### src/rtl/uart_mem_loader_pkg.sv
// Shared state encoding, default frame constants and state classification helpers
// for the serial memory loader.
package uart_mem_loader_pkg;

    typedef enum logic [2:0] {
        ST_IDLE  = 3'd0,
        ST_ADDR  = 3'd1,
        ST_LEN   = 3'd2,
        ST_DATA  = 3'd3,
        ST_WRITE = 3'd4,
        ST_CHK   = 3'd5,
        ST_RESP  = 3'd6
    } state_t;

    localparam logic [7:0]  MAGIC_DEF   = 8'hA5;
    localparam logic [7:0]  ACK_DEF     = 8'h06;
    localparam logic [7:0]  NAK_DEF     = 8'h15;
    localparam logic [31:0] TIMEOUT_DEF = 32'd5500000;

    function automatic logic takes_byte(input state_t s);
        return s inside {ST_IDLE, ST_ADDR, ST_LEN, ST_DATA, ST_CHK};
    endfunction

    // States in which the host owes us the next byte of a frame.
    function automatic logic is_timed(input state_t s);
        return s inside {ST_ADDR, ST_LEN, ST_DATA, ST_CHK};
    endfunction

endpackage

### src/rtl/uart_mem_loader_timer.sv
// Inter-byte watchdog: counts enabled cycles since the last clear and flags
// expiry on the cycle the count reaches TIMEOUT_CYCLES-1.
module uart_mem_loader_timer #(
    parameter logic [31:0] TIMEOUT_CYCLES = 32'd5500000
) (
    input  logic clk,
    input  logic resetn,
    input  logic clr,
    input  logic en,
    output logic expired
);

    logic [31:0] count_q, count_d;

    always_comb begin
        count_d = count_q;
        if (clr) begin
            count_d = '0;
        end else if (en) begin
            count_d = count_q + 32'd1;
        end
    end

    // A clear in the same cycle (byte accepted) suppresses expiry.
    assign expired = en && !clr && (count_q == TIMEOUT_CYCLES - 32'd1);

    always_ff @(posedge clk) begin
        if (!resetn) begin
            count_q <= '0;
        end else begin
            count_q <= count_d;
        end
    end

endmodule

### src/rtl/uart_mem_loader.sv
// Framed serial loader: parses MAGIC/ADDR/LEN/DATA/CHK frames from the UART
// receiver, writes each word to memory as it completes and replies ACK or NAK.
module uart_mem_loader
    import uart_mem_loader_pkg::*;
#(
    parameter logic [7:0]  MAGIC          = MAGIC_DEF,
    parameter logic [7:0]  ACK_BYTE       = ACK_DEF,
    parameter logic [7:0]  NAK_BYTE       = NAK_DEF,
    parameter logic [31:0] TIMEOUT_CYCLES = TIMEOUT_DEF
) (
    input  logic        clk,
    input  logic        resetn,
    input  logic        rx_ready,
    input  logic [7:0]  rx_data,
    output logic        rx_clear,
    input  logic        tx_busy,
    output logic        tx_start,
    output logic [7:0]  tx_data,
    output logic        mem_req,
    output logic [31:0] mem_addr,
    output logic [31:0] mem_wdata,
    input  logic        mem_ack,
    output logic        busy,
    output logic        done,
    output logic        err
);

    state_t      state_q, state_d;
    logic [31:0] addr_q, addr_d;
    logic [31:0] wdata_q, wdata_d;
    logic [15:0] rem_q, rem_d;
    logic [1:0]  idx_q, idx_d;
    logic [7:0]  chk_q, chk_d;
    logic        ack_q, ack_d;
    logic [7:0]  tx_data_q, tx_data_d;
    logic        rx_clear_q, rx_clear_d;
    logic        tx_start_q, tx_start_d;
    logic        done_q, done_d;
    logic        err_q, err_d;
    logic        accept, timed, expired;

    // rx_clear_q blocks the stale rx_ready seen while the receiver is being cleared.
    assign accept = rx_ready && !rx_clear_q && takes_byte(state_q);
    assign timed  = is_timed(state_q);

    uart_mem_loader_timer #(
        .TIMEOUT_CYCLES(TIMEOUT_CYCLES)
    ) u_timer (
        .clk    (clk),
        .resetn (resetn),
        .clr    (accept || !timed),
        .en     (timed),
        .expired(expired)
    );

    always_ff @(posedge clk) begin
        if (!resetn) begin
            state_q    <= ST_IDLE;
            addr_q     <= '0;
            wdata_q    <= '0;
            rem_q      <= '0;
            idx_q      <= '0;
            chk_q      <= '0;
            ack_q      <= 1'b0;
            tx_data_q  <= '0;
            rx_clear_q <= 1'b0;
            tx_start_q <= 1'b0;
            done_q     <= 1'b0;
            err_q      <= 1'b0;
        end else begin
            state_q    <= state_d;
            addr_q     <= addr_d;
            wdata_q    <= wdata_d;
            rem_q      <= rem_d;
            idx_q      <= idx_d;
            chk_q      <= chk_d;
            ack_q      <= ack_d;
            tx_data_q  <= tx_data_d;
            rx_clear_q <= rx_clear_d;
            tx_start_q <= tx_start_d;
            done_q     <= done_d;
            err_q      <= err_d;
        end
    end

    always_comb begin
        state_d = state_q;
        addr_d  = addr_q;
        wdata_d = wdata_q;
        rem_d   = rem_q;
        idx_d   = idx_q;
        chk_d   = chk_q;
        ack_d   = ack_q;
        if (accept && timed) begin
            chk_d = chk_q ^ rx_data;
        end
        case (state_q)
            ST_IDLE: begin
                if (accept && rx_data == MAGIC) begin
                    state_d = ST_ADDR;
                    chk_d   = '0;
                    idx_d   = '0;
                end
            end
            ST_ADDR: begin
                if (accept) begin
                    addr_d = {rx_data, addr_q[31:8]};
                    idx_d  = idx_q + 2'd1;
                    if (idx_q == 2'd3) begin
                        addr_d[1:0] = 2'b00;
                        state_d     = ST_LEN;
                    end
                end
            end
            ST_LEN: begin
                if (accept) begin
                    rem_d = {rx_data, rem_q[15:8]};
                    if (idx_q[0]) begin
                        idx_d   = '0;
                        state_d = (rem_d == 16'd0) ? ST_CHK : ST_DATA;
                    end else begin
                        idx_d = 2'd1;
                    end
                end
            end
            ST_DATA: begin
                if (accept) begin
                    wdata_d = {rx_data, wdata_q[31:8]};
                    idx_d   = idx_q + 2'd1;
                    if (idx_q == 2'd3) begin
                        state_d = ST_WRITE;
                    end
                end
            end
            ST_WRITE: begin
                if (mem_ack) begin
                    addr_d  = addr_q + 32'd4;
                    rem_d   = rem_q - 16'd1;
                    state_d = (rem_q == 16'd1) ? ST_CHK : ST_DATA;
                end
            end
            ST_CHK: begin
                if (accept) begin
                    ack_d   = (rx_data == chk_q);
                    state_d = ST_RESP;
                end
            end
            ST_RESP: begin
                if (!tx_busy) begin
                    state_d = ST_IDLE;
                end
            end
            default: state_d = ST_IDLE;
        endcase
        if (expired) begin
            state_d = ST_IDLE;
        end
    end

    always_comb begin
        rx_clear_d = accept;
        tx_start_d = (state_q == ST_RESP) && !tx_busy;
        tx_data_d  = tx_start_d ? (ack_q ? ACK_BYTE : NAK_BYTE) : tx_data_q;
        done_d     = tx_start_d && ack_q;
        err_d      = (tx_start_d && !ack_q) || expired;
    end

    assign mem_req   = (state_q == ST_WRITE);
    assign busy      = (state_q != ST_IDLE);
    assign mem_addr  = addr_q;
    assign mem_wdata = wdata_q;
    assign rx_clear  = rx_clear_q;
    assign tx_start  = tx_start_q;
    assign tx_data   = tx_data_q;
    assign done      = done_q;
    assign err       = err_q;

endmodule
### config.mk
export PLATFORM = sky130hd
export DESIGN_NAME = uart_mem_loader
export DESIGN_NICKNAME = d
export VERILOG_FILES = /design/src/rtl/uart_mem_loader_pkg.sv /design/src/rtl/uart_mem_loader_timer.sv /design/src/rtl/uart_mem_loader.sv
export SDC_FILE = /design/constraint.sdc
export NUM_CORES = 1
export LEC_CHECK = 0
export ABC_AREA = 1
export BUFFER_PORTS_ARGS = -buffer_cell sky130_fd_sc_hd__buf_2
export CORE_MARGIN = 2
export CORE_UTILIZATION = 40
export DETAILED_ROUTE_END_ITERATION = 10
export HOLD_SLACK_MARGIN = 0.03
export PLACE_DENSITY_LB_ADDON = 0.15
export REMOVE_ABC_BUFFERS = 1
export SKIP_CTS_REPAIR_TIMING = 1
export SYNTH_ARGS = -nofsm -noshare
export SYNTH_HDL_FRONTEND = slang
export SYNTH_SLANG_ARGS = --single-unit
### constraint.sdc
create_clock -name clk -period 1.9 [get_ports clk]
set_clock_uncertainty 0.2 [all_clocks]
set_input_delay 0.38 -clock clk [delete_from_list [all_inputs] [get_ports clk]]
set_output_delay 0.38 -clock clk [all_outputs]
set_load 0.03 [all_outputs]
==> results of run 1 <==
## sequential cells by signal, indices dropped and copies added (netlist names)
signal and count:
tx_data 3, rx_clear 1, ack_q 1, rem_q 16, state_q 3, chk_q 8, mem_addr 32, done 1
tx_start 1, u_timer.count_q 32, idx_q 2, err 1, mem_wdata 32
## power by group through the flow
| stage | logic, mW | clock network (mW) | registers (mW) |
|---|---|---|---|
| 2_1_floorplan | 2.10 | 0 | 4.09 |
| 3_3_place_gp | 3.87 | 0 | 3.68 |
| 3_5_place_dp | 3.87 | 0 | 3.68 |
| 4_1_cts | 3.90 | 3.24 | 3.63 |
| 5_1_grt | 4.41 | 3.35 | 3.71 |
| 6_report | 3.94 | 3.19 | 3.64 |
## layer usage
layer | routed length [µm] | vias up | part of all wire (%)
met2 | 10400 | 168 | 48
met4 | 414 | 0 | 1.9
met1 | 10000 | 3562 | 46
li1 | - | 4015 | -
met3 | 997 | 31 | 4.6
met5 | 0 | - | 0
## logic make-up (layout without fill, tap and decap cells)
kind of cell | Yosys count | in the layout | share of synthesized area [%]
AND/OR/NAND/NOR | 652 | 652 | 36.4
buffers and inverters | 140 | 271 | 8.19
other | 1 | 5 | 0.0503
XOR/XNOR | 33 | 33 | 3.88
flip-flops | 133 | 133 | 35.7
adder cells (fa/ha/maj) | 5 | 5 | 0.839
AO/OA/AOI/OAI | 215 | 215 | 14.9
## cells in the mapped netlist (2+ instances only)
cell type  count
xnor2_1       10
clkbuf_1      16
nor2_1       225
o21ai_1        3
nor3_2         2
inv_1         85
nand2_4        3
nand3_1       53
nand3b_1       4
nand2_2        6
o22ai_1        2
nand4_1       15
o21ai_0       88
buf_6          3
buf_2         13
a21oi_1      113
nand2_1      314
xor2_1        23
ha_1           5
buf_4         11
a31oi_1        2
a211oi_1       3
or2_0          4
inv_4          2
nor2_4         4
nor3_1         6
inv_2          9
nor2_2        12
dfxtp_1      133
nand3_2        2
## worst max-delay path, stage by stage (launching register included)
cell and delay [ps]:
dfxtp_4 360, nor2_4 150, inv_2 80, nor2_1 90, inv_1 70, buf_6 140
## worst max path at each step
stage               start  slack [ps]  cells past startpoint      endpoint
3_3_place_gp     rx_ready         110                     10  mem_addr[14]
4_1_cts        state_q[0]        -130                      4       mem_req
2_1_floorplan    rx_clear        -480                      6  mem_wdata[0]
5_1_grt        state_q[1]         -70                      5          busy
6_report       state_q[1]          -4                      5          busy
3_5_place_dp   state_q[0]         100                      8      chk_q[5]
## area by class of cell
cell class	instances	area, µm²	share of cell area (%)
Multi-Input combinational cell	909	4230	46.6
Sequential cell	133	2670	29.4
Timing Repair Buffer	143	958	10.6
Clock buffer	17	425	4.68
Inverter	96	375	4.13
Tap cell	229	287	3.15
Clock inverter	15	134	1.47
Antenna cell	1	2.50	0.0276
==> impl_metrics.csv, run 1 <==
group,metric,value,unit
clock_network,htreeDepth,4,
clock_network,cts_tree,"done",
setup_path,reg2reg_to,"chk_q[5]",
route,wirelength,21800,µm
logic_synthesis,synth-seq-cells,133,
route,drt-initial-drc-count,515,
logic_synthesis,synth_area_leaders,"dfxtp_1 (36%), nand2_1 (16%), nor2_1 (11%)",
timing,fin_ws,-3.54,ps
setup_path,r2r-start,"state_q[1]",
setup_path,crit_path_end_kind,"output port",
run_status,status,"complete, but fails checks",
floorplanning,die_x,140,µm
grt,grt_pass1_vias,7346,
grt,grt_use_total,22.5,%
cells_and_area,drive_above_1_share,17.5,%
setup_path,path_max_fanout,3,
power_and_ir_drop,power.total,10.8,mW
place,hpwl,16000,µm
timing,period_minus_slack,1900,ps
hold_path,whs_path_depth,3,
grt,antenna_found_initial,1,
cells_and_area,nFillCells,1917,
route,drtAntennaViolNets,0,
floorplanning,core_region_area,18100,µm²
grt,grt_start_max_net_pins,58,
hold_path,hold_end,"mem_wdata[27]",
timing,hold_ws,50.4,ps
floorplanning,fp.dieH,140,µm
logic_synthesis,yosysSeqAreaShare,35.7,%
clock_network,path_clk_slew,70,ps
grt,grt.overflow.total,0,
timing,slew_violations,0,
logic_synthesis,synth_edf_count,0,
hold_path,hold_path_class,"in -> reg",
logic_synthesis,yosys.area.top_type,"dfxtp_1",
place,dpl_cell_area,8420,µm²
power_and_ir_drop,seqPwrFrac,33.8,%
clock_network,cts-root-buf,"clkbuf_16",
logic_synthesis,synth_flop_cell,"dfxtp_1",
timing,fmax,0.525,GHz
setup_path,critical_path_required,1320,ps
grt,top_usage_layer,"met2",
setup_path,path_class,"reg -> out",
logic_synthesis,ys_async_sr_fraction,0,%
route,vias,7776,
power_and_ir_drop,p_comb_share,36.6,%
power_and_ir_drop,power_density,1190,nW/µm²
route,viasPerCell,5.04,
cells_and_area,stdcell_area,9080,µm²
floorplanning,die-area,19700,µm²
cells_and_area,final_common_cell,"nand2_1",
grt,grt_pass1_wl,35800,µm
timing,rsz0062_at_grt,"yes",
power_and_ir_drop,p_int,6.33,mW
place,placed_cells,1506,
route,drc,0,
logic_synthesis,syn_area_per_cell,6.32,µm²
logic_synthesis,syn-instance-count,1179,
route,first_pass_iters,5,
timing,finalHoldViolCount,0,
cells_and_area,postLayoutCoreUtil,50.0,%
cells_and_area,syn2layout_area_growth,21.9,%
grt,gr-usage-met3,4.58,%
place,portBuffers,86,
logic_synthesis,synth.cell_area,7450,µm²
floorplanning,pin_count,91,
clock_network,worstSkewPairLatency,430,ps
cells_and_area,final_cell_mix,"nand2_1 (313), nor2_1 (219), dfxtp_1 (129)",
cells_and_area,instances_no_fill,1543,
clock_network,cts_buffers,17,
logic_synthesis,ys_types,38,
logic_synthesis,yosysWarnings,0,
setup_path,regToRegSetupSlack,110,ps
grt,gr-usage-met2,38.4,%
power_and_ir_drop,p_clk_share,29.6,%
clock_network,clock_path_buffers,2,
setup_path,worstPathArrival,1320,ps
job,max-cap-violations,0,
place,place_congestion,0.880,
floorplanning,initial_core_util,41.1,%
setup_path,ff2ff_path_depth,8,
timing,period_share,100,%
route,wl_per_cell,14.1,µm
grt,grt_util_met1,28.5,%
power_and_ir_drop,ir_drop,920,µV
logic_synthesis,synth_top_area_share,35.7,%
floorplanning,row_count,49,
power_and_ir_drop,p_leak,3.77,nW
place,dp_slack,103,ps
cells_and_area,nNetsFinal,1318,
power_and_ir_drop,swShare,41.2,%
clock_network,clock_sinks,133,
power_and_ir_drop,p_switching,4.43,mW
hold_path,min_from,"rx_data[3]",
setup_path,startpoint_type,"flip-flop",
timing,setup_viol,1,
timing,setup_tns,-3.54,ps
run_status,violations,"setup timing",
Power figures use the tool's default switching activity.
==> inputs of run 2 (changes only) <==
PLACE_DENSITY_LB_ADDON = 0.3   (was 0.15)
==> run 2 against run 1 <==
  * Flip-flop and latch count did not move
  * Highest routed layer unchanged
  * Utilization hardly changed
  * Hold slack gained 27 ps
  * Clock-buffer cell count increased by 3
  * Global-route usage fell by 0.44 points
  * The run now ends clean
  * Non-clock buffer count down 2
  * Critical endpoint is now mem_req
==> impl_metrics.csv, run 2 (synthesized netlist as in run 1, its figures left out) <==
group,metric,value,unit
run_status,status,"finished, final reports clean",
timing,fmax,0.529,GHz
route,viasPerCell,5.11,
timing,setup_tns,0,ps
cells_and_area,num_antenna_cells,0,
place,place_congestion,0.912,
floorplanning,core_region_area,18100,µm²
floorplanning,pin_count,91,
grt,grt_pass1_wl,35800,µm
timing,rsz0062_at_grt,"yes",
clock_network,clock_path_buffers,2,
floorplanning,die_x,140,µm
power_and_ir_drop,p_switching,4.35,mW
timing,finalHoldViolCount,0,
power_and_ir_drop,p_comb_share,36.5,%
cells_and_area,instances_no_fill,1540,
setup_path,path_class,"reg -> out",
floorplanning,die-area,19700,µm²
cells_and_area,nFillCells,1830,
cells_and_area,syn2layout_area_growth,21.9,%
power_and_ir_drop,p_clk_share,29.5,%
cells_and_area,nNetsFinal,1316,
clock_network,cts_tree,"done",
setup_path,crit_path_end_kind,"output port",
clock_network,cts_buffers,17,
clock_network,cts-root-buf,"clkbuf_16",
cells_and_area,final_cell_mix,"nand2_1 (312), nor2_1 (215), dfxtp_1 (126)",
clock_network,clock_sinks,133,
setup_path,startpoint_type,"flip-flop",
clock_network,htreeDepth,4,
clock_network,worstSkewPairLatency,430,ps
place,placed_cells,1507,
floorplanning,initial_core_util,41.1,%
floorplanning,row_count,49,
route,wirelength,21200,µm
clock_network,path_clk_slew,60,ps
cells_and_area,final_common_cell,"nand2_1",
floorplanning,fp.dieH,140,µm
setup_path,worstPathArrival,1310,ps
grt,grt_pass1_vias,7414,
route,drc,0,
power_and_ir_drop,p_leak,3.74,nW
setup_path,path_cells,"nor2_4, nand2_4, inv_8, buf_4",
power_and_ir_drop,ir_drop,619,µV
route,first_pass_iters,6,
place,portBuffers,86,
setup_path,regToRegSetupSlack,100,ps
power_and_ir_drop,power_density,1190,nW/µm²
route,wl_per_cell,13.8,µm
grt,antenna_found_initial,0,
grt,grt_use_total,22.0,%
setup_path,critical_path.max_stage_delay,350,ps
route,vias,7876,
hold_path,hold_path_class,"in -> reg",
place,hpwl,15400,µm
route,drtAntennaViolNets,0,
job,max-cap-violations,0,
timing,setup_viol,0,
setup_path,critical_path_required,1320,ps
cells_and_area,postLayoutCoreUtil,50.1,%
route,drt-initial-drc-count,604,
setup_path,crit_slowest_cell,"dfxtp_2",
timing,period_share,99.5,%
setup_path,path_max_fanout,9,
cells_and_area,drive_above_1_share,18.1,%
power_and_ir_drop,swShare,40.3,%
timing,period_minus_slack,1890,ps
timing,slew_violations,0,
grt,grt_start_max_net_pins,43,
grt,grt.overflow.total,0,
power_and_ir_drop,p_int,6.45,mW
power_and_ir_drop,seqPwrFrac,34.0,%
-- run 2: power by group through the flow --
stage | sequential, mW | combinational [mW] | clock (mW)
floorplan | 4.09 | 2.10 | 0
global placement | 3.69 | 3.81 | 0
global route | 3.73 | 4.40 | 3.38
CTS | 3.64 | 3.86 | 3.24
finish | 3.67 | 3.94 | 3.18
detailed placement | 3.69 | 3.82 | 0
-- run 2: layout make-up --
type                       count  area, µm²  area share [%]
inverter                      96        370            4.08
tap                          229        287            3.15
timing repair buffer         141        902            9.93
clock buffer                  20        447            4.92
multi-input combinational    909       4290            47.2
sequential                   133       2670            29.4
clock inverter                12        121            1.34
-- run 2: final timing paths --
path / from / to / depth (start not counted)
max: state_q[1] / mem_req / 4
min: rx_data[2] / mem_wdata[26] / 3
max reg2reg: state_q[2] / mem_addr[22] / 10
min reg2reg: idx_q[1] / idx_q[1] / 2
-- run 2: metrics by stage --
| step | hold slack (ps) | worst slack [ps] | power [mW] | area [µm²] |
|---|---|---|---|---|
| 6_report | 77.8 | 8.80 | 10.8 | 9090 |
| 5_1_grt | 89.0 | -45.7 | 11.5 | 9090 |
| 4_1_cts | 61.0 | -136 | 10.7 | 8960 |
| 3_5_place_dp | 264 | 54.0 | 7.52 | 8390 |
| 3_3_place_gp | 250 | 69.9 | 7.51 | 8390 |
| 2_1_floorplan | 242 | -485 | 6.19 | 7220 |
-- run 2: critical path: cells and delay by family, from the launching register on --
kind	cells	cell delay (ps)
flip-flops	1	350
buffers and inverters	2	280
AND/OR/NAND/NOR	2	270
-- run 2: per-layer routing --
layer	vias to the layer above	track usage (%)	routed length [µm]
met5	-	0	0
met4	0	6.47	354
met3	33	4.85	1190
met2	235	35.2	9570
met1	3607	30.0	10100
li1	4001	-	-
